$ cat config.mk
export PLATFORM = sky130hd
export DESIGN_NAME = multicycle_ctrl_flat
export DESIGN_NICKNAME = d
export VERILOG_FILES = /design/src/rtl/multicycle_ctrl_pkg.sv /design/src/rtl/multicycle_ctrl_if.sv /design/src/rtl/multicycle_ctrl_alu_op_decode.sv /design/src/rtl/multicycle_ctrl.sv /design/src/flat_wrapper.sv
export SDC_FILE = /design/constraint.sdc
export NUM_CORES = 1
export LEC_CHECK = 0
export CAP_MARGIN = 0
export CORE_UTILIZATION = 45
export DETAILED_ROUTE_END_ITERATION = 10
export GPL_ROUTABILITY_DRIVEN = 0
export PLACE_DENSITY = 0.79
export REMOVE_ABC_BUFFERS = 1
export SLEW_MARGIN = 5
export SYNTH_ARGS = -nofsm -noshare
export SYNTH_HDL_FRONTEND = slang
export SYNTH_SLANG_ARGS = --single-unit
$ cat constraint.sdc
create_clock -name clk -period 1.7 [get_ports clk]
set_clock_uncertainty 0.05 [all_clocks]
set_input_delay 0.34 -clock clk [delete_from_list [all_inputs] [get_ports clk]]
set_output_delay 0.34 -clock clk [all_outputs]
set_load 0.005 [all_outputs]
$ cat src/rtl/multicycle_ctrl_pkg.sv
// rtl/multicycle_ctrl_pkg.sv - shared opcode, alu_op and state definitions for the multicycle core
package multicycle_ctrl_pkg;

    typedef enum logic [2:0] {
        ST_FETCH  = 3'd0,
        ST_DECODE = 3'd1,
        ST_EXEC   = 3'd2,
        ST_MEM    = 3'd3,
        ST_WB     = 3'd4,
        ST_HALT   = 3'd5
    } state_e;

    localparam logic [3:0] OPC_MOV  = 4'b0000;
    localparam logic [3:0] OPC_NOT  = 4'b0001;
    localparam logic [3:0] OPC_ADD  = 4'b0010;
    localparam logic [3:0] OPC_SUB  = 4'b0011;
    localparam logic [3:0] OPC_OR   = 4'b0100;
    localparam logic [3:0] OPC_AND  = 4'b0101;
    localparam logic [3:0] OPC_XOR  = 4'b0110;
    localparam logic [3:0] OPC_LD   = 4'b0111;
    localparam logic [3:0] OPC_ST   = 4'b1000;
    localparam logic [3:0] OPC_BEQ  = 4'b1001;
    localparam logic [3:0] OPC_HALT = 4'b1111;

    localparam logic [2:0] ALU_MOV = 3'b000;
    localparam logic [2:0] ALU_NOT = 3'b001;
    localparam logic [2:0] ALU_ADD = 3'b010;
    localparam logic [2:0] ALU_SUB = 3'b011;
    localparam logic [2:0] ALU_OR  = 3'b100;
    localparam logic [2:0] ALU_AND = 3'b101;
    localparam logic [2:0] ALU_XOR = 3'b110;

    typedef enum logic [2:0] {
        CLS_ALU  = 3'd0,
        CLS_LD   = 3'd1,
        CLS_ST   = 3'd2,
        CLS_BEQ  = 3'd3,
        CLS_HALT = 3'd4,
        CLS_ILL  = 3'd5
    } op_class_e;

    function automatic op_class_e op_class(input logic [3:0] opc);
        case (opc)
            OPC_MOV, OPC_NOT, OPC_ADD, OPC_SUB,
            OPC_OR, OPC_AND, OPC_XOR: op_class = CLS_ALU;
            OPC_LD:                   op_class = CLS_LD;
            OPC_ST:                   op_class = CLS_ST;
            OPC_BEQ:                  op_class = CLS_BEQ;
            OPC_HALT:                 op_class = CLS_HALT;
            default:                  op_class = CLS_ILL;
        endcase
    endfunction

endpackage

$ cat src/rtl/multicycle_ctrl_if.sv
// rtl/multicycle_ctrl_if.sv - controller-to-datapath/memory signal bundle
interface multicycle_ctrl_if #(
    parameter int OPC_W   = 4,
    parameter int ALUOP_W = 3
);
    logic [OPC_W-1:0]   opcode;
    logic               zero;
    logic               mem_ack;
    logic               mem_req;
    logic               mem_we;
    logic               ir_load;
    logic               pc_inc;
    logic               pc_load;
    logic [ALUOP_W-1:0] alu_op;
    logic               reg_we;
    logic               halted;
    logic               illegal;

    modport master (
        input  opcode, zero, mem_ack,
        output mem_req, mem_we, ir_load, pc_inc, pc_load, alu_op, reg_we, halted, illegal
    );

    modport slave (
        output opcode, zero, mem_ack,
        input  mem_req, mem_we, ir_load, pc_inc, pc_load, alu_op, reg_we, halted, illegal
    );
endinterface

$ cat src/rtl/multicycle_ctrl_alu_op_decode.sv
// rtl/multicycle_ctrl_alu_op_decode.sv - combinational opcode to ALU result-select mapping
module alu_op_decode
    import multicycle_ctrl_pkg::*;
#(
    parameter int OPC_W   = 4,
    parameter int ALUOP_W = 3
) (
    input  logic [OPC_W-1:0]   opcode,
    output logic [ALUOP_W-1:0] alu_op
);

    // Memory ops compute an address with add, beq compares with sub; halt and illegal park on mov.
    always_comb begin
        alu_op = ALU_MOV;
        case (opcode)
            OPC_MOV:        alu_op = ALU_MOV;
            OPC_NOT:        alu_op = ALU_NOT;
            OPC_ADD:        alu_op = ALU_ADD;
            OPC_SUB:        alu_op = ALU_SUB;
            OPC_OR:         alu_op = ALU_OR;
            OPC_AND:        alu_op = ALU_AND;
            OPC_XOR:        alu_op = ALU_XOR;
            OPC_LD, OPC_ST: alu_op = ALU_ADD;
            OPC_BEQ:        alu_op = ALU_SUB;
            default:        alu_op = ALU_MOV;
        endcase
    end

endmodule

$ cat src/rtl/multicycle_ctrl.sv
// rtl/multicycle_ctrl.sv - FETCH/DECODE/EXEC/MEM/WB/HALT control FSM of a multicycle core
module multicycle_ctrl
    import multicycle_ctrl_pkg::*;
#(
    parameter int OPC_W   = 4,
    parameter int ALUOP_W = 3
) (
    input  logic                clk,
    input  logic                rst_n,
    multicycle_ctrl_if.master   bus
);

    state_e             state_q, state_d;
    logic [OPC_W-1:0]   op_q;
    logic [ALUOP_W-1:0] alu_op_q;
    logic [ALUOP_W-1:0] dec_alu_op;
    logic               halted_q, illegal_q;
    op_class_e          cls;

    logic mem_req_c, mem_we_c, ir_load_c, pc_inc_c, pc_load_c, reg_we_c;

    alu_op_decode #(.OPC_W(OPC_W), .ALUOP_W(ALUOP_W)) u_alu_op_decode (
        .opcode (bus.opcode),
        .alu_op (dec_alu_op)
    );

    // Only the latched opcode steers EXEC/MEM so the IR may change after DECODE.
    assign cls = op_class(op_q);

    always_comb begin
        state_d   = state_q;
        mem_req_c = 1'b0;
        mem_we_c  = 1'b0;
        ir_load_c = 1'b0;
        pc_inc_c  = 1'b0;
        pc_load_c = 1'b0;
        reg_we_c  = 1'b0;
        case (state_q)
            ST_FETCH: begin
                mem_req_c = 1'b1;
                if (bus.mem_ack) begin
                    ir_load_c = 1'b1;
                    pc_inc_c  = 1'b1;
                    state_d   = ST_DECODE;
                end
            end
            ST_DECODE: state_d = ST_EXEC;
            ST_EXEC: begin
                case (cls)
                    CLS_ALU:         state_d = ST_WB;
                    CLS_LD, CLS_ST:  state_d = ST_MEM;
                    CLS_BEQ: begin
                        pc_load_c = bus.zero;
                        state_d   = ST_FETCH;
                    end
                    default:         state_d = ST_HALT;
                endcase
            end
            ST_MEM: begin
                mem_req_c = 1'b1;
                mem_we_c  = (cls == CLS_ST);
                if (bus.mem_ack) begin
                    state_d = (cls == CLS_LD) ? ST_WB : ST_FETCH;
                end
            end
            ST_WB: begin
                reg_we_c = 1'b1;
                state_d  = ST_FETCH;
            end
            ST_HALT: state_d = ST_HALT;
            default: state_d = ST_FETCH;
        endcase
    end

    always_ff @(posedge clk or negedge rst_n) begin
        if (!rst_n) begin
            state_q   <= ST_FETCH;
            op_q      <= '0;
            alu_op_q  <= '0;
            halted_q  <= 1'b0;
            illegal_q <= 1'b0;
        end else begin
            state_q <= state_d;
            if (state_q == ST_DECODE) begin
                op_q     <= bus.opcode;
                alu_op_q <= dec_alu_op;
            end
            if (state_q == ST_EXEC && state_d == ST_HALT) begin
                halted_q <= 1'b1;
                if (cls == CLS_ILL) illegal_q <= 1'b1;
            end
        end
    end

    // Reset leaves the state in FETCH, so strobes are qualified by rst_n to stay quiet during reset.
    assign bus.mem_req = mem_req_c & rst_n;
    assign bus.mem_we  = mem_we_c  & rst_n;
    assign bus.ir_load = ir_load_c & rst_n;
    assign bus.pc_inc  = pc_inc_c  & rst_n;
    assign bus.pc_load = pc_load_c & rst_n;
    assign bus.reg_we  = reg_we_c  & rst_n;
    assign bus.alu_op  = alu_op_q;
    assign bus.halted  = halted_q;
    assign bus.illegal = illegal_q;

endmodule
$ cat src/flat_wrapper.sv
// flat-port wrapper written by rule: the top's interface ports become plain ports
module multicycle_ctrl_flat import multicycle_ctrl_pkg::*;
#(
    parameter int OPC_W   = 4,
    parameter int ALUOP_W = 3
)
  (clk, rst_n, bus_opcode, bus_zero, bus_mem_ack, bus_mem_req, bus_mem_we, bus_ir_load, bus_pc_inc, bus_pc_load, bus_alu_op, bus_reg_we, bus_halted, bus_illegal);
  multicycle_ctrl_if #(.OPC_W(OPC_W), .ALUOP_W(ALUOP_W)) bus_i ();
  input  logic clk;
  input  logic rst_n;
  input wire logic [$bits(bus_i.opcode)-1:0] bus_opcode;
  input wire logic [$bits(bus_i.zero)-1:0] bus_zero;
  input wire logic [$bits(bus_i.mem_ack)-1:0] bus_mem_ack;
  output wire logic [$bits(bus_i.mem_req)-1:0] bus_mem_req;
  output wire logic [$bits(bus_i.mem_we)-1:0] bus_mem_we;
  output wire logic [$bits(bus_i.ir_load)-1:0] bus_ir_load;
  output wire logic [$bits(bus_i.pc_inc)-1:0] bus_pc_inc;
  output wire logic [$bits(bus_i.pc_load)-1:0] bus_pc_load;
  output wire logic [$bits(bus_i.alu_op)-1:0] bus_alu_op;
  output wire logic [$bits(bus_i.reg_we)-1:0] bus_reg_we;
  output wire logic [$bits(bus_i.halted)-1:0] bus_halted;
  output wire logic [$bits(bus_i.illegal)-1:0] bus_illegal;
  assign bus_i.opcode = bus_opcode;
  assign bus_i.zero = bus_zero;
  assign bus_i.mem_ack = bus_mem_ack;
  assign bus_mem_req = bus_i.mem_req;
  assign bus_mem_we = bus_i.mem_we;
  assign bus_ir_load = bus_i.ir_load;
  assign bus_pc_inc = bus_i.pc_inc;
  assign bus_pc_load = bus_i.pc_load;
  assign bus_alu_op = bus_i.alu_op;
  assign bus_reg_we = bus_i.reg_we;
  assign bus_halted = bus_i.halted;
  assign bus_illegal = bus_i.illegal;
  multicycle_ctrl #(.OPC_W(OPC_W), .ALUOP_W(ALUOP_W)) u_core (.clk(clk), .rst_n(rst_n), .bus(bus_i));
endmodule
== Word-level counts from Yosys, hierarchy flattened ==
Memories as Yosys holds them, arrays and structs flattened. A register that Yosys moved wholly into a read port is not among the register bits.
Cells that the tools add are included.
Operators by class
  eq/ne operators: 10
  mux-type cells: 12
  bitwise gates (word level): 5
  reductions and logical operators: 7
Operators with widths (number)
  $pmux 3 s5: 1
  $eq 3x2->1 const B: 4
  $eq 3x3->1 const B: 4
  $mux 3: 3
  $pmux 3 s3: 1
  $mux 1: 7
  $eq 3x1->1 const B: 2
  $logic_not 3->1: 2
  $and 1x1->1: 5
  $reduce_or 2->1: 2
  $reduce_and 2->1: 1
  $logic_and 1x1->1: 1
  $logic_not 1->1: 1
Storage, ports and cells
  register bits after elaboration: 9
  bits in read-only memories: 96
  bits of input ports: 8
  output and inout bits: 11
  logic and storage cells: 40
  memories: 2
Memory list
  (name not given): words 16, width 3, read ports 1, clocked after memory_dff 0, wr ports 0, RTL line multicycle_ctrl_pkg.sv:43  | case (opc)
  (name not given): words 16, width 3, read ports 1, clocked after memory_dff 1, wr ports 0, RTL line multicycle_ctrl_alu_op_decode.sv:15  | case (opcode)

== Longest topological paths before layout ==
An unclocked memory read counts as a cell.
  word-level depth: 8
  mapped depth: 5
  depth with buffers taken out: 3

== Hierarchy ==
A second synthesis with hierarchy kept.
Unflattened totals
  cell total of the unflattened synthesis: 62
  area, all modules: 676.9 sq um
Modules (own cells, without submodules)
  multicycle_ctrl: times used 1, cells an instance 56, area an instance 638.1 sq um, sequential area each 300.3 sq um
  alu_op_decode: times used 1, cells an instance 6, area an instance 38.8 sq um, sequential area each 0.0 sq um

== Worst setup path before layout ==
Ideal clock, no wire load.
  kind: flip-flop to output port
  from: reg u_core.state_q[0]
  to: out bus_pc_inc
  data arrival time: 1140 ps
  data required time: 1310 ps
  path slack: 170 ps
  stages on the path, launching flop included: 6
  buffers on the path: 2
  cells stage by stage: dfrtp_1 -> buf_4 -> nor2_1 -> nand2_1 -> nor3b_1 -> buf_4
Between the ends
  cells in the longest elaborated chain, start to end: 3
Ends and longest elaborated chain
  from (decl): RTL line multicycle_ctrl.sv:13  | state_e state_q, state_d;
  from (signal assigned): RTL line multicycle_ctrl.sv:83  | state_q <= state_d;
  $logic_not 3->1
  $mux 1
  $and 1x1->1
  to (decl): RTL line flat_wrapper.sv:17  | output wire logic [$bits(bus_i.pc_inc)-1:0] bus_pc_inc;
No other way between the ends.

== Worst setup path in the final report ==
  from: reg u_core.op_q[1]
  to: out bus_mem_we
Between the ends
  cells in the longest elaborated chain, start to end: 4
Ends and longest elaborated chain
  from (decl): RTL line multicycle_ctrl.sv:14  | logic [OPC_W-1:0] op_q;
  from (signal assigned): RTL line multicycle_ctrl.sv:85  | op_q <= bus.opcode;
  $mem_v2 16x3
  $eq 3x2->1: RTL line multicycle_ctrl.sv:61  | mem_we_c = (cls == CLS_ST);
  $mux 1: RTL line multicycle_ctrl.sv:38  | case (state_q)
  $and 1x1->1: RTL line multicycle_ctrl.sv:97  | assign bus.mem_we = mem_we_c & rst_n;
  to (decl): RTL line flat_wrapper.sv:15  | output wire logic [$bits(bus_i.mem_we)-1:0] bus_mem_we;
No other way between the ends.

==> run_results.csv <==
group,metric,value,unit
timing,fin_crit,1.711,ns
pwr,p_seq_share,32.4,%
setup_path,cp-start-kind,"flop",
timing,setup_viol_count_final,1,
global_routing,met2_usage,35.71,%
timing,min_period_over_period,100.7,%
setup_path,worstPathArrival,1.32,ns
outcome,violations,"negative setup slack",
setup_path,critPathMaxFanout,3,
layout,diodes,0,
timing,maxSlewViolCount,0,
synthesis,synth-seq-cells,12,
pwr,internal_power,1.097,mW
timing,max_freq,584.3,MHz
floorplanning,row_count,13,
clock_network,cts_sinks,12,
layout,layout_common_cells,"buf_4, clkdlybuf4s50_1, dfrtp_1",
floorplanning,io_pins,19,
drt,finalWirelength,1478,um
timing,worstMarginPinSlew,0.2581,ns
timing,rsz0062_at_grt,"true",
synthesis,yosys_warnings,0,
layout,final_common_cell,"buf_4",
setup_path,worstReg2RegEnd,"u_core.op_q[3]",
clock_network,clock_latency,0.26,ns
clock_network,clockBufferDepth,2,
setup_path,endpoint_kind,"primary output",
synthesis,syn-instance-count,65,
drt,routed_via_density,5.217,
drt,antenna_left,0,
drt,dr.first_iter.drc_count,7,
drt,vias,600,
synthesis,synthAdderAreaFrac,0,%
floorplanning,core,0.001334,sq mm
synthesis,synth_compound_area_share,11.09,%
drt,avgRoutedWirePerCell,12.85,um
setup_path,worst-setup-path-type,"reg2out",
clock_network,cts.htree.levels,1,
setup_path,ff2ff_path_depth,4,
timing,finalWorstSetupSlack,-0.01134,ns
clock_network,numCtsBuffers,3,
pwr,pwr-share-comb,54.5,%
synthesis,yosysTopAreaCell,"dfrtp_1",
synthesis,syn_area,665.6,sq um
synthesis,synth_top_family_by_area,"simple AND/OR/NAND/NOR gates",
synthesis,syn_avg_cell_area,10.24,sq um
drt,drc,0,
global_routing,globalRoute.busiestLayer,"met2",
clock_network,clk_pin_slew_worst_paths,0.07,ns
clock_network,cts_tree,"built",
setup_path,reg2reg_slack,0.25,ns
setup_path,cp.required,1.31,ns
pwr,swShare,34.21,%
layout,nets,109,
global_routing,met3_usage,5.000,%
placement,place_hpwl,1103,um
pwr,ir_worst_vdd,0.0008563,V
global_routing,grt_usage,21.16,%
global_routing,antenna_found_initial,0,
pwr,powerDensity,1679,mW/mm^2
synthesis,ys_top_cells_by_area,"dfrtp_1, mux2_2, nand2_1",
timing,fin_tns_setup,-0.01134,ns
global_routing,grt_max_degree,10,
drt,dr.pass1.iters,3,
clock_network,hold_buffers,0,
synthesis,seq_area_frac_synth,45.11,%
timing,slew_headroom,82.55,%
layout,areaGrowthSynthToFinish,49.25,%
floorplanning,die_w,40.46,um
outcome,status,"finished, violations left",
placement,io_buffers,18,
synthesis,synth-simple-area-share,27.26,%
synthesis,synth_xor_area_share,1.316,%
setup_path,reg2reg_from,"u_core.state_q[0]",
pwr,p_leak,0.4519,nW
floorplanning,dieArea,0.001637,sq mm
floorplanning,die_h,40.46,um
global_routing,grt_pass1_wl,2201,um
pwr,power.share.clock,13.1,%
worst_hold_path,hold_class,"in2async",
global_routing,grt_pass1_vias,518,
global_routing,use_met1,24.91,%
run,maxCapViolCount,0,
pwr,p_total,1.668,mW
global_routing,grt_overflow_total,0,
synthesis,ys_types,30,
floorplanning,initial_utilization,49.91,%
clock_network,root_buffer,"clkbuf_4",
layout,drive_above_1_share,39.00,%
timing,finalHoldViolations,0,
pwr,switching_power,0.5706,mW
synthesis,synth.top_cell.area_share,45.11,%
synthesis,muxShareOfSynthArea,8.271,%
worst max-delay path, cell delays in order (launching register included):
cell and delay, ns:
dfrtp_1 0.38, or3b_4 0.43, nor3_2 0.12, buf_2 0.13
power groups by stage:
stage | logic, mW | registers [mW] | clock network, mW
floorplan | 0.343 | 0.571 | 0
detailed placement | 0.869 | 0.525 | 0
CTS | 0.875 | 0.533 | 0.224
global placement | 0.850 | 0.519 | 0
finish | 0.910 | 0.540 | 0.218
global route | 0.996 | 0.560 | 0.245
sequential cells by signal, summed over array words and instances (netlist names):
name	flops
u_core.state_q	3
u_core.bus.illegal	1
u_core.op_q	4
u_core.bus.halted	1
u_core.bus.alu_op	3
Yosys cell counts, drive strengths merged:
master	instances
a21oi	2
a311oi	1
a41oi	1
and2b	1
and3	1
and3b	1
and4b	1
buf	3
clkbuf	1
dfrtp	12
inv	4
mux2	4
mux2i	1
nand2	6
nand2b	1
nand3	3
nand4b	2
nor2	3
nor3	3
nor3b	3
nor4b	1
nor4bb	1
o2111ai	1
o211ai	2
o21ai	3
o21bai	1
or3b	1
xor2	1
timing repair:
| item | CTS | global route |
|---|---|---|
| resized for setup | 24 | 8 |
| pin swaps | 5 | 2 |
| setup endpoints to repair | 6 | 6 |
| setup buffers | 0 | 2 |
cell type report:
| class | count | area [sq um] |
|---|---|---|
| inverter | 4 | 15.01 |
| fill | 95 | 340.3 |
| clock buffer | 4 | 36.28 |
| timing repair buffer | 35 | 280.3 |
| sequential | 12 | 301.5 |
| multi-input combinational | 45 | 341.6 |
| tap | 15 | 18.77 |
worst max-delay path by stage:
| stage | to | slack [ns] | start |
|---|---|---|---|
| 2_1_floorplan | bus_pc_load | 0.20 | u_core.op_q[2] |
| 3_3_place_gp | bus_ir_load | -0.38 | rst_n |
| 3_5_place_dp | bus_ir_load | -0.47 | rst_n |
| 4_1_cts | bus_ir_load | -0.04 | u_core.state_q[2] |
| 5_1_grt | bus_pc_load | -0.07 | u_core.op_q[1] |
| 6_report | bus_mem_we | -0.01 | u_core.op_q[1] |
cells by family after synthesis:
logic type                after synthesis
xor gates and xnor gates                1
AOI/OAI and AO/OA                      11
buffers and inverters                   8
DFF                                    12
and+or+nand+nor                        28
muxes                                   5
per-layer routing:
| layer | vias to the layer above | wire, um |
|---|---|---|
| met3 | 2 | 57 |
| met2 | 13 | 738 |
| met1 | 282 | 671 |
| met5 | - | 0 |
| met4 | 0 | 10 |
| li1 | 303 | - |
per-stage QoR:
step	setup slack (ns)	hold slack (ns)	util (%)	std cells	area, sq um
after floorplan	0.2040	-0.005591	-	61	634.4
final	-0.01134	0.1254	74.48	115	993.5
after detailed placement	-0.4688	0.4153	70.92	109	945.9
after CTS	-0.03997	0.1131	74.02	113	987.2
after global placement	-0.3843	0.3987	70.92	109	945.9
after global routing	-0.07334	0.1246	74.48	115	993.5
Power figures use the tool's default switching activity.
==> edit, RTL diff (same settings) <==
Encoding of `state_e`: now one-hot (6 bits for 6 states).
--- a/src/rtl/multicycle_ctrl_pkg.sv
+++ b/src/rtl/multicycle_ctrl_pkg.sv
@@ -1,13 +1,13 @@
 // rtl/multicycle_ctrl_pkg.sv - shared opcode, alu_op and state definitions for the multicycle core
 package multicycle_ctrl_pkg;
 
-    typedef enum logic [2:0] {
-        ST_FETCH  = 3'd0,
-        ST_DECODE = 3'd1,
-        ST_EXEC   = 3'd2,
-        ST_MEM    = 3'd3,
-        ST_WB     = 3'd4,
-        ST_HALT   = 3'd5
+    typedef enum logic [5:0] {
+        ST_FETCH  = 6'b000001,
+        ST_DECODE = 6'b000010,
+        ST_EXEC   = 6'b000100,
+        ST_MEM    = 6'b001000,
+        ST_WB     = 6'b010000,
+        ST_HALT   = 6'b100000
     } state_e;
 
     localparam logic [3:0] OPC_MOV  = 4'b0000;
Behaviour: no difference found for any inputs over 10 cycles, from zero or initial values and one cycle with rst_n low; not proved beyond that.
==> edit against the original RTL <==
  * The run still ends with setup timing left
  * Routed wire length up 58%
  * Synthesized cell count is 22% higher
  * Via count increased by 37%
  * Synthesized area increased by 27%
  * Total power increased by 15%
  * Highest routed layer unchanged
  * Worst setup slack worse by 0.36 ns
  * Sequential cell count increased by 3
  * Cell area increased by 41%
==> edit: results (changes against the original RTL) <==
- Max reg flops: 6 (+2)
- Non-clk invs: 4 (unchanged)
- Worst R2R Start: u_core.state_q[4]$_DFF_PN0_
- Post-layout util: 0.804 (+0.0587)
- Peak supply drop: 0.000925 V (+8.0%)
- Setup crit start kind: register
- GR Util met2: 0.435 (+0.0776)
- Xor/xnor share of the synthesized area: 0.0208 (+0.00764)
- Routed vias/inst: 5.15 (-1.3%)
- Largest net degree at the start of global routing: 11 (+1)
- Failing checks: setup timing
- Worst-path clk slew: 0.09 ns (+0.02 ns)
- Met3 Use GR: 0.0440 (-0.00600)
- Vias in the first global route: 836 (+61%)
- Signal buf overhead: 0.336 (+0.0542)
- Gate count after technology mapping: 79 (+22%)
- Clk sinks: 15 (+3)
- CP Launch Point: u_core.state_q[2]$_DFF_PN0_
- Met1 GRT Util: 0.263 (+0.0136)
- Status: finished with violations
- Slowest CP cell: or4_4
- GRT Util Overall: 0.241 (+0.0294)
- Pwr/cell area: 1360 nW/um^2 (-19%)
- Worst Path Arrival: 1.68 ns (+0.36 ns)
- Multi-input combinational area share: 0.343 (-0.00128)
- Nets: 144 (+32%)
- Top post-synthesis cells by area: dfrtp_1, mux2_2, mux2_4, dfstp_2, nor4_4
- Nonclk buf count: 57 (+63%)
- Placed cell area: 1220 um^2 (+29%)
- Antenna Cells: 0 (unchanged)
- Final setup margin: -0.373 ns (-0.362 ns)
- Logic power comb: 1.11 mW (+22%)
- Worst-path fanout max: 2 (-1)
- Delay of the slowest critical-path stage: 0.55 ns (+0.12 ns)
- #MultiIn Comb: 55 (+22%)
- First-pass GRT wire length: 3440 um (+56%)
- Port bufs: 18 (unchanged)
- WL met2: 1310 um (+78%)
- Final WL: 2340 um (+58%)
- Worst reg2reg path depth: 5 (+1)
- Worst-margin pin slew: 0.268 ns (+0.00994 ns)
- Detailed Place HPWL: 1490 um (+35%)
- Most flops, register: u_core.state_q
- Leak Pwr: 0.717 nW (+59%)
- Setup TNS: -1.45 ns (-1.43 ns)
- Sw frac: 0.336 (-0.00650)
- Layout fillers: 125 (+32%)
- Clk_lat worst skew: 0.29 ns (+0.03 ns)
- Worst slack, placed: -0.406 ns (+0.0623 ns)
- Seq area share: 0.269 (-0.0350)
- Final Setup Violations: 6 (+5)
- Share of cells above drive strength 1: 0.526 (+0.136)
- Sequential power share: 0.313 (-0.011)
- Cell family with most CP delay: simple AND/OR/NAND/NOR gates
- Vias: 824 (+37%)
- Met3 wire length: 77 um (+35%)
- Met1 wire length: 910 um (+36%)
- Die width: 45.3 um (+12%)
- Synth cell count leaders: dfrtp_1, mux2_2, nor2_1, a21oi_1, inv_1
edit: cell types whose count changed in the layout (fill, tap and decap cells not counted), moves of 2 or more:
cell	before	now
a21oi_1	2	4
buf_4	16	33
buf_6	1	7
dfrtp_1	11	14
mux2_4	0	2
nand2_1	5	3
nand4_1	0	2
nand4b_1	2	0
nor2_4	0	2
nor3_2	2	0
nor4_4	0	2
o211ai_1	2	0
edit: timing repair:
item / 4_1_cts / 5_1_grt
buffers inserted: 11 / 5
resized for setup: 39 / 5
endpoints found under the setup margin: 6 / 12
pin swaps: 12 / 5
hold buffers: 0 / 0
edit: final timing paths:
kind                                                     to  slack, ns
hold reg to reg               u_core.bus.halted$_DFFE_PN0P_       0.43
setup reg to reg           u_core.bus.alu_op[2]$_DFFE_PN0N_       0.08
setup / recovery                                 bus_pc_inc      -0.37
max in group asynchronous       u_core.state_q[5]$_DFF_PN0_       0.91
hold / removal                  u_core.state_q[1]$_DFF_PN0_       0.38
min in group clk              u_core.bus.halted$_DFFE_PN0P_       0.43
